`config.mk`:
```
export PLATFORM = sky130hd
export DESIGN_NAME = sumador_pipe
export DESIGN_NICKNAME = d
export VERILOG_FILES = /design/src/rtl/sumador_pipe.sv
export SDC_FILE = /design/constraint.sdc
export NUM_CORES = 1
export LEC_CHECK = 0
export CORE_MARGIN = 2
export CORE_UTILIZATION = 51
export CTS_BUF_LIST = sky130_fd_sc_hd__clkbuf_4 sky130_fd_sc_hd__clkbuf_8
export DETAILED_ROUTE_END_ITERATION = 6
export GPL_TIMING_DRIVEN = 1
export PLACE_DENSITY = 0.91
export SLEW_MARGIN = 0
export SYNTH_ARGS = -nofsm -noshare
export SYNTH_HDL_FRONTEND = slang
export SYNTH_SLANG_ARGS = --single-unit
```
`constraint.sdc`:
```
create_clock -name clk -period 2.2 [get_ports clk]
set_clock_uncertainty 0.2 [all_clocks]
set_input_delay 0.44 -clock clk [delete_from_list [all_inputs] [get_ports clk]]
set_output_delay 0.44 -clock clk [all_outputs]
set_load 0.02 [all_outputs]
```
`src/rtl/sumador_pipe.sv`:
```
// Carry-pipelined two-operand adder: WIDTH/CHUNK registered carry stages, valid/ready on
// both sides, and an optional per-transaction gate that forces a qualified zero result.
module sumador_pipe #(
  parameter int              WIDTH  = 8,
  parameter int              CHUNK  = 4,
  parameter logic [WIDTH-1:0] THRESH = 2
) (
  input  logic             clk,
  input  logic             rst_n,
  input  logic             in_valid,
  output logic             in_ready,
  input  logic [WIDTH-1:0] i1,
  input  logic [WIDTH-1:0] i2,
  input  logic             mode,
  output logic             out_valid,
  input  logic             out_ready,
  output logic [WIDTH:0]   o1,
  output logic             o1_en
);

  localparam int STAGES = WIDTH / CHUNK;
  localparam int LAST   = STAGES - 1;

  // Handshake: a transfer happens on a rising edge where valid && ready. The whole pipe
  // moves as one (advance) whenever the output slot is empty or being taken this cycle.
  logic advance;

  // Stage registers: stage k holds the sum of chunks 0..k, the carry out of chunk k,
  // and the untouched operands for the chunks still to come.
  logic             v_q [STAGES];
  logic             g_q [STAGES];
  logic             c_q [STAGES];
  logic [WIDTH-1:0] a_q [STAGES];
  logic [WIDTH-1:0] b_q [STAGES];
  logic [WIDTH-1:0] s_q [STAGES];

  logic             v_s [STAGES];
  logic             g_s [STAGES];
  logic             c_s [STAGES];
  logic [WIDTH-1:0] a_s [STAGES];
  logic [WIDTH-1:0] b_s [STAGES];
  logic [WIDTH-1:0] s_s [STAGES];

  logic             v_d [STAGES];
  logic             g_d [STAGES];
  logic             c_d [STAGES];
  logic [WIDTH-1:0] a_d [STAGES];
  logic [WIDTH-1:0] b_d [STAGES];
  logic [WIDTH-1:0] s_d [STAGES];

  logic [CHUNK:0]   part;

  always_comb begin
    part   = '0;
    v_s[0] = in_valid;
    g_s[0] = mode && (i1 <= THRESH);
    c_s[0] = 1'b0;
    a_s[0] = i1;
    b_s[0] = i2;
    s_s[0] = '0;
    for (int k = 1; k < STAGES; k++) begin
      v_s[k] = v_q[k-1];
      g_s[k] = g_q[k-1];
      c_s[k] = c_q[k-1];
      a_s[k] = a_q[k-1];
      b_s[k] = b_q[k-1];
      s_s[k] = s_q[k-1];
    end
    for (int k = 0; k < STAGES; k++) begin
      part   = {1'b0, a_s[k][k*CHUNK +: CHUNK]}
             + {1'b0, b_s[k][k*CHUNK +: CHUNK]}
             + {{CHUNK{1'b0}}, c_s[k]};
      v_d[k] = v_s[k];
      g_d[k] = g_s[k];
      a_d[k] = a_s[k];
      b_d[k] = b_s[k];
      s_d[k] = s_s[k];
      s_d[k][k*CHUNK +: CHUNK] = part[CHUNK-1:0];
      c_d[k] = part[CHUNK];
    end
  end

  always_ff @(posedge clk or negedge rst_n) begin
    if (!rst_n) begin
      for (int k = 0; k < STAGES; k++) begin
        v_q[k] <= 1'b0;
        g_q[k] <= 1'b0;
        c_q[k] <= 1'b0;
        a_q[k] <= '0;
        b_q[k] <= '0;
        s_q[k] <= '0;
      end
    end else if (advance) begin
      for (int k = 0; k < STAGES; k++) begin
        v_q[k] <= v_d[k];
        g_q[k] <= g_d[k];
        c_q[k] <= c_d[k];
        a_q[k] <= a_d[k];
        b_q[k] <= b_d[k];
        s_q[k] <= s_d[k];
      end
    end
  end

  // Every operand chunk has been consumed by the time it reaches the last stage.
  logic unused_last_ops;
  assign unused_last_ops = ^{a_q[LAST], b_q[LAST]};

  assign out_valid = v_q[LAST];
  assign o1_en     = v_q[LAST] && !g_q[LAST];
  assign o1        = o1_en ? {c_q[LAST], s_q[LAST]} : '0;
  assign advance   = !out_valid || out_ready;
  assign in_ready  = advance && rst_n;

endmodule
```
==> results of run 1 <==
## cell usage after synthesis, drive strengths merged
library cell	instances
nand2	49
dfrtp	26
and2	10
o21ai	10
inv	8
buf	7
ha	7
a21oi	6
nor2	6
nor2b	4
fa	3
a21o	2
nand2b	2
xor2	2
a32o	1
nor4	1
nor4b	1
## cells by family after synthesis
group | Yosys count
AND/OR/NAND/NOR | 73
flip-flops | 26
AO/OA/AOI/OAI | 19
buffers and inverters | 15
adder cells (fa/ha/maj) | 10
XOR/XNOR | 2
## per-layer routing
metal	vias up	part of all wire [%]	wire, microns	GRT usage, %
met5	-	0	0	0
met4	0	1.7	45	8.014
met3	6	5.5	150	2.791
met2	41	51	1387	31.97
met1	508	42	1125	24.54
li1	523	-	-	-
## final timing paths
kind	end	depth (start not counted)
worst max-delay path	in_ready	4
worst min-delay path	s_q[3]	2
worst max register to register	s_q[7]	5
worst min register to register	s_q[3]	2
max in group asynchronous	a_d[5]	2
min in group asynchronous	s_d[1]	2
## through the flow
stage                     util [%]  power [mW]  hold slack, ns  setup WS, ns  instance area [sq um]
after floorplan                  -      0.9413        -0.05559        0.4939                   1366
after global placement       68.17       1.121          0.2408       -0.1897                   1704
after detailed placement     68.17       1.147          0.2474       -0.2209                   1704
after CTS                    68.52       1.304          0.2770       0.03396                   1713
after global routing         68.37       1.388          0.3016       0.01010                   1709
final                        68.37       1.300          0.2757       0.04301                   1709
## repair_timing
item	CTS	global route
setup endpoints to repair	11	9
gates resized for setup	11	12
hold endpoints to repair	0	0
## sequential cells by signal, indices dropped and copies added, names as in the netlist
| register | count |
|---|---|
| s_q | 8 |
| b_d | 4 |
| s_d | 4 |
| g_q | 1 |
| c_q | 2 |
| out_valid | 1 |
| v_d | 1 |
| g_d | 1 |
| a_d | 4 |
## critical path, cell delays in order
cell	delay (ns)
clkdlybuf4s50_1	0.48
nand2b_1	0.12
and2_1	0.14
dlygate4sd2_1	0.33
## report_power, final
part / switching, mW / total, mW / internal (mW)
clock: 0.133 / 0.197 / 0.0640
combinational: 0.258 / 0.474 / 0.216
sequential: 0.0538 / 0.629 / 0.575
## final cells by class
| cell class | count | share of cell area (%) |
|---|---|---|
| inverter | 8 | 1.757 |
| tap | 30 | 2.196 |
| sequential | 26 | 38.07 |
| multi-input combinational | 104 | 36.31 |
| clock buffer | 3 | 1.318 |
| timing repair buffer | 38 | 20.35 |
==> results.json, run 1 <==
{
  "ant_nets": 0,
  "yosysUniqueCellTypes": 23,
  "ys_seq_area_share_pct": 47.62,
  "drv_slew": 0,
  "insertion_delay_ns": 0.31,
  "synth-simple-area-share_pct": 24.54,
  "rows": 18,
  "crit-reg2reg-launch": "c_q[1]",
  "synthCells": 145,
  "reg2reg_slack_ns": 0.42,
  "via_per_inst": 5.158,
  "post_drt_wl_per_cell_microns": 12.96,
  "place_hpwl_mm": 2.097,
  "clkSinkCount": 26,
  "synth_compound_area_share_pct": 8.791,
  "worst_pin_slew_ns": 0.3302,
  "ios": 33,
  "antenna_cells": 0,
  "period_needed_ns": 2.157,
  "layout_common_cells": "49 x nand2_1, 26 x dfrtp_1, 21 x clkdlybuf4s50_1, 10 x and2_1, 8 x inv_1",
  "drc": 0,
  "cts_max_level": 1,
  "drive_above_1_share_pct": 10.06,
  "synth_warnings": 0,
  "die_width_microns": 55.76,
  "cts_hold_buf": 0,
  "grt_pass1_vias": 1106,
  "status": "completed",
  "worstPathArrival_ns": 1.52,
  "post_synth.cell_area_avg_sq_um": 9.423,
  "slew_headroom_pct": 77.68,
  "multi_input_area_sq_um": 620.6,
  "power_density_mw_per_mm2": 760.8,
  "synthAdderAreaFrac_pct": 10.81,
  "crit_required_ns": 1.56,
  "leakagePower_nw": 0.8518,
  "crit_path_start_kind": "primary input",
  "instances_no_fill": 209,
  "startpoint": "out_ready",
  "ff_latch_area_sq_um": 650.6,
  "setup_viol": 0,
  "io_buffers": 32,
  "tritoncts": "built",
  "syn_nets": 176,
  "clock_path_buffers": 2,
  "irDropWorstVdd_uv": 525.1,
  "hold_viol": 0,
  "max_freq_mhz": 463.6,
  "synth_top_family_by_area": "simple AND/OR/NAND/NOR gates",
  "final_nets": 212,
  "synth_xor_area_share_pct": 1.282,
  "yosys.area.top_type": "dfrtp_1",
  "root_buffer": "clkbuf_4",
  "ys_top_cells_by_area": "dfrtp_1 48%, nand2_1 13%, ha_1 6.4%",
  "start_util_pct": 54.65,
  "num-fill-cells": 193,
  "syn2layout_area_growth_pct": 25.09,
  "layout_commonest_cell": "nand2_1",
  "setup_tns_ns": 0,
  "max-cap-violations": 0,
  "rsz0062_at_grt": "false",
  "worstSetupPathType": "primary input to output port",
  "grt_max_degree": 28,
  "overflow": 0,
  "dp_cells": 206,
  "hold_class": "flop to flop",
  "post_cts_buffers": 0,
  "drt_iter0_drc": 22,
  "syn_area_sq_mm": 0.001366,
  "hp-start": "s_q[3]",
  "synthMuxAreaShare_pct": 0,
  "antenna_found_initial": 0,
  "path_clk_slew_ns": 0.13,
  "drt_wl_total_mm": 2.708,
  "ys_ff_latch": 26,
  "cts-buffers-inserted": 3,
  "gp_congestion": 0.8540,
  "core_region_area_sq_mm": 0.002500,
  "cp-end-kind": "output port",
  "grt_util_all_layers_pct": 19.03,
  "yosysTopAreaCellShare_pct": 47.62,
  "vias": 1078,
  "dr.pass1.iters": 4,
  "cp_max_fo": 2,
  "fin_crit_sh_pct": 98.05,
  "die_area_sq_mm": 0.003109,
  "grt_pass1_wl_mm": 4.692,
  "die_y_microns": 55.76
}
Note: power is estimated with default switching activity, not from simulation.
==> inputs of run 2 (changes only) <==
SKIP_CTS_REPAIR_TIMING = 1   (was default)
==> run 2 against run 1 <==
Compared with the run above:
- non-clock buffer count unchanged
- sequential share of layout area decreased by 0.98 points
- cell count unchanged
- sequential power about the same
- largest power group unchanged
==> results.json, run 2 (synthesis results as in run 1) <==
{
  "max-cap-violations": 0,
  "overflow": 0,
  "pre_cts_ws_ns": -0.2209,
  "start_util_pct": 54.65,
  "drt_iter0_drc": 17,
  "die_area_sq_mm": 0.003109,
  "power_density_mw_per_mm2": 753.8,
  "period_needed_ns": 2.049,
  "irDropWorstVdd_uv": 525.4,
  "die_y_microns": 55.76,
  "clockPowerShare_pct": 14.9,
  "die_width_microns": 55.76,
  "syn2layout_area_growth_pct": 28.39,
  "insertion_delay_ns": 0.31,
  "grt_max_degree": 28,
  "worstPathArrival_ns": 1.41,
  "dr.pass1.iters": 4,
  "core_region_area_sq_mm": 0.002500,
  "design_area_sq_mm": 0.001754,
  "status": "completed",
  "drive_above_1_share_pct": 8.380,
  "slew_headroom_pct": 78.08,
  "p_comb_share_pct": 37.6,
  "report.power.total_mw": 1.322,
  "setup_ws_ns": 0.1511,
  "gp_congestion": 0.8540,
  "grt_util_all_layers_pct": 19.03,
  "final_nets": 212,
  "crit_required_ns": 1.56,
  "tritoncts": "built",
  "drt_wl_total_mm": 2.718,
  "cts-buffers-inserted": 3,
  "clock_path_buffers": 2,
  "leakagePower_nw": 0.9828,
  "largest_register_ffs": 8,
  "swShare_pct": 33.55,
  "hold_viol": 0,
  "ios": 33,
  "seqPwrFrac_pct": 47.5,
  "place_hpwl_mm": 2.097,
  "worst_pin_slew_ns": 0.3242,
  "drc": 0,
  "layout_common_cells": "49 x nand2_1, 26 x dfrtp_1, 21 x clkdlybuf4s50_1, 11 x dlymetal6s2s_1, 10 x and2_1",
  "layout_commonest_cell": "nand2_1",
  "drv_slew": 0,
  "cp_max_fo": 10,
  "post_drt_wl_per_cell_microns": 13.00,
  "antenna_cells": 0,
  "clkSinkCount": 26,
  "io_buffers": 32,
  "worstSetupPathType": "flop to output port",
  "crit_path_start_kind": "flop",
  "hold_ws_ns": 0.2764,
  "vias": 1073,
  "grt_pass1_vias": 1106,
  "postPlaceCellArea_sq_mm": 0.001704,
  "cp-end-kind": "output port",
  "ant_nets": 0,
  "rows": 18,
  "via_per_inst": 5.134,
  "fin_crit_sh_pct": 93.13,
  "max_freq_mhz": 488.1,
  "setup_viol": 0,
  "top_register": "s_q",
  "antenna_found_initial": 0,
  "utilization_pct": 70.17,
  "rsz0062_at_grt": "false",
  "p_sw_uw": 443.6,
  "path_clk_slew_ns": 0.13,
  "p_int_uw": 878.7,
  "cts_max_level": 1,
  "grt_pass1_wl_mm": 4.692,
  "root_buffer": "clkbuf_4",
  "hold_class": "flop to flop"
}
run 2: changes by cell type in the layout (fill, tap and decap cells not counted):
cell / delta
clkdlybuf4s15_1: -6
dlymetal6s2s_1: +11
dlygate4sd2_1: -2
clkbuf_2: -3
run 2: path summary, 6_finish.rpt:
kind | start | end | slack, ns | cells after the start
worst min-delay path | s_q[3] | s_q[3] | 0.28 | 2
worst max-delay path | out_valid | o1[8] | 0.15 | 4
max in group asynchronous | rst_n | s_q[6] | 1.20 | 2
worst max register to register | c_q[1] | s_q[7] | 0.40 | 5
min in group asynchronous | rst_n | s_q[1] | 0.36 | 2
worst min register to register | s_q[3] | s_q[3] | 0.28 | 2
run 2: layout make-up:
cell class | count | area [sq um]
fillers | 181 | 745.7
flip-flops and latches | 26 | 650.6
multi-input cells | 104 | 620.6
repair buffers | 38 | 392.9
well taps | 30 | 37.54
inverters | 8 | 30.03
clock buffers | 3 | 22.52
run 2: layer usage:
metal | GRT usage, % | vias to the layer above | wire (microns)
met5 | 0 | - | 0
met4 | 8.014 | 0 | 45
met3 | 2.791 | 6 | 177
met2 | 31.97 | 44 | 1400
met1 | 24.54 | 501 | 1094
li1 | - | 522 | -
run 2: power by group through the flow:
stage          clock network (mW)  logic (mW)  registers (mW)
6_report                    0.197       0.497           0.628
5_1_grt                     0.219       0.553           0.641
4_1_cts                     0.202       0.512           0.629
3_5_place_dp                    0       0.509           0.638
3_3_place_gp                    0       0.490           0.632
2_1_floorplan                   0       0.315           0.626
run 2: critical path, cell delays in order, from the launching register on:
cell and delay [ns]:
dfrtp_1 0.43, nor2b_1 0.14, buf_4 0.15, and2_1 0.17
dlymetal6s2s_1 0.20
run 2: per-stage QoR:
step                TNS (ns)  instances
finish                     0        209
global route               0        209
CTS                   -2.139        209
detailed placement   -0.2917        206
global placement     -0.1897        206
floorplan                  0        145
==> inputs of run 3 (changes only) <==
CORE_ASPECT_RATIO = 0.8   (was default)
==> run 3 against run 2 <==
Compared with the run above:
- die area barely moved
- cell count rose by 2.9%
- critical path depth is the same
- global-route usage is 0.15 points higher
- core utilization increased by 0.48 points
- combinational power is essentially flat
- power increased by 3.2%
- register-to-register slack got worse by 0.06 ns
- clock power is 22% higher
- sequential power hardly changed
- largest power group unchanged
- highest routed layer unchanged
==> results.json, run 3 (synthesis results as in run 1) <==
{
  "start_util_pct": 54.60,
  "antenna_found_initial": 0,
  "die_area_sq_mm": 0.003112,
  "pre_cts_ws_ns": -0.1800,
  "rows": 16,
  "path_clk_slew_ns": 0.14,
  "insertion_delay_ns": 0.32,
  "dp_cells": 211,
  "ant_nets": 0,
  "crit_path_start_kind": "flop",
  "fin_crit_sh_pct": 93.60,
  "leakagePower_nw": 0.9849,
  "max_stage_delay_ns": 0.43,
  "clkSinkCount": 26,
  "report.power.total_mw": 1.364,
  "drc": 0,
  "tritoncts": "built",
  "clock_path_buffers": 2,
  "setup_ws_ns": 0.1408,
  "dr.pass1.iters": 5,
  "largest_register_ffs": 8,
  "irDropWorstVdd_uv": 607.5,
  "hold_viol": 0,
  "hold_class": "flop to flop",
  "die_y_microns": 50.30,
  "cts_max_level": 1,
  "period_needed_ns": 2.059,
  "final_nets": 211,
  "place_hpwl_mm": 1.962,
  "rsz0062_at_grt": "false",
  "worst_pin_slew_ns": 0.3337,
  "crit_required_ns": 1.56,
  "crit_path_cell_trace": "nor2b_1, buf_4, and2_1, dlymetal6s2s_1",
  "worstSetupPathType": "flop to output port",
  "drt_wl_total_mm": 2.687,
  "utilization_pct": 70.65,
  "max_freq_mhz": 485.6,
  "status": "completed",
  "instances_no_fill": 215,
  "grt_util_all_layers_pct": 19.17,
  "cts-buffers-inserted": 3,
  "hold_ws_ns": 0.2740,
  "ios": 33,
  "io_buffers": 32,
  "cp-end-kind": "output port",
  "root_buffer": "clkbuf_4",
  "via_per_inst": 4.963,
  "antenna_cells": 0,
  "grt_pass1_wl_mm": 4.347,
  "gp_congestion": 0.7877,
  "drive_above_1_share_pct": 8.380,
  "post_drt_wl_per_cell_microns": 12.50,
  "critPathSlowestCell": "dfrtp_1",
  "cp_max_fo": 10,
  "syn2layout_area_growth_pct": 29.40,
  "drv_slew": 0,
  "worstPathArrival_ns": 1.42,
  "slew_headroom_pct": 77.44,
  "setup_viol": 0,
  "layout_commonest_cell": "nand2_1",
  "power_density_mw_per_mm2": 771.8,
  "vias": 1067,
  "core_region_area_sq_mm": 0.002502,
  "grt_pass1_vias": 1039,
  "layout_common_cells": "49 x nand2_1, 26 x dfrtp_1, 21 x clkdlybuf4s50_1, 11 x dlymetal6s2s_1, 10 x and2_1",
  "grt_max_degree": 28,
  "top_register": "s_q",
  "die_width_microns": 61.87,
  "drt_iter0_drc": 42,
  "num-fill-cells": 199,
  "max-cap-violations": 0,
  "overflow": 0
}
-- run 3: changes by cell type in the layout (fill, tap and decap cells not counted), sizes merged --
cell | before | now
buf | 6 | 5
clkbuf | 3 | 4
-- run 3: metal layers --
layer	part of all wire, %	wire, microns	up-vias	GRT usage [%]
met5	0	0	-	0
met4	0.86	23	0	4.255
li1	-	-	524	-
met1	42	1119	502	24.41
met2	52	1390	37	31.75
met3	5.7	154	4	5.928
-- run 3: through the flow --
step	setup TNS (ns)	cell area, sq um
final	0	1768
after global routing	0	1768
after CTS	-2.356	1740
after detailed placement	-0.1800	1704
after global placement	-0.1837	1704
after floorplan	0	1366
-- run 3: path summary, 6_finish.rpt --
path                           to  slack [ns]  cells after the start      start
max in group asynchronous  a_d[6]        1.24                      2      rst_n
max reg2reg                s_q[7]        0.34                      5     c_q[1]
min                        s_q[1]        0.27                      2     s_q[1]
max                         o1[6]        0.14                      4  out_valid
min reg2reg                s_q[1]        0.27                      2     s_q[1]
min in group asynchronous  s_d[1]        0.32                      2      rst_n
-- run 3: power breakdown --
part / switching, mW / internal (mW) / leakage, nW
clock: 0.140 / 0.101 / 0.0210
combinational: 0.259 / 0.237 / 0.651
sequential: 0.0522 / 0.575 / 0.313
total: 0.451 / 0.913 / 0.985
-- run 3: final cells by class --
cell class	count	area, sq um	area share [%]
flip-flops and latches	26	650.6	36.80
multi-input cells	104	620.6	35.10
repair buffers	37	385.4	21.80
well taps	36	45.04	2.548
clock buffers	4	36.28	2.052
inverters	8	30.03	1.699
-- run 3: critical path: cells and delay by family, from the launching register on --
kind,cells,cell delay (ns)
flops,1,0.43
simple gates,2,0.31
buf+inv,2,0.36
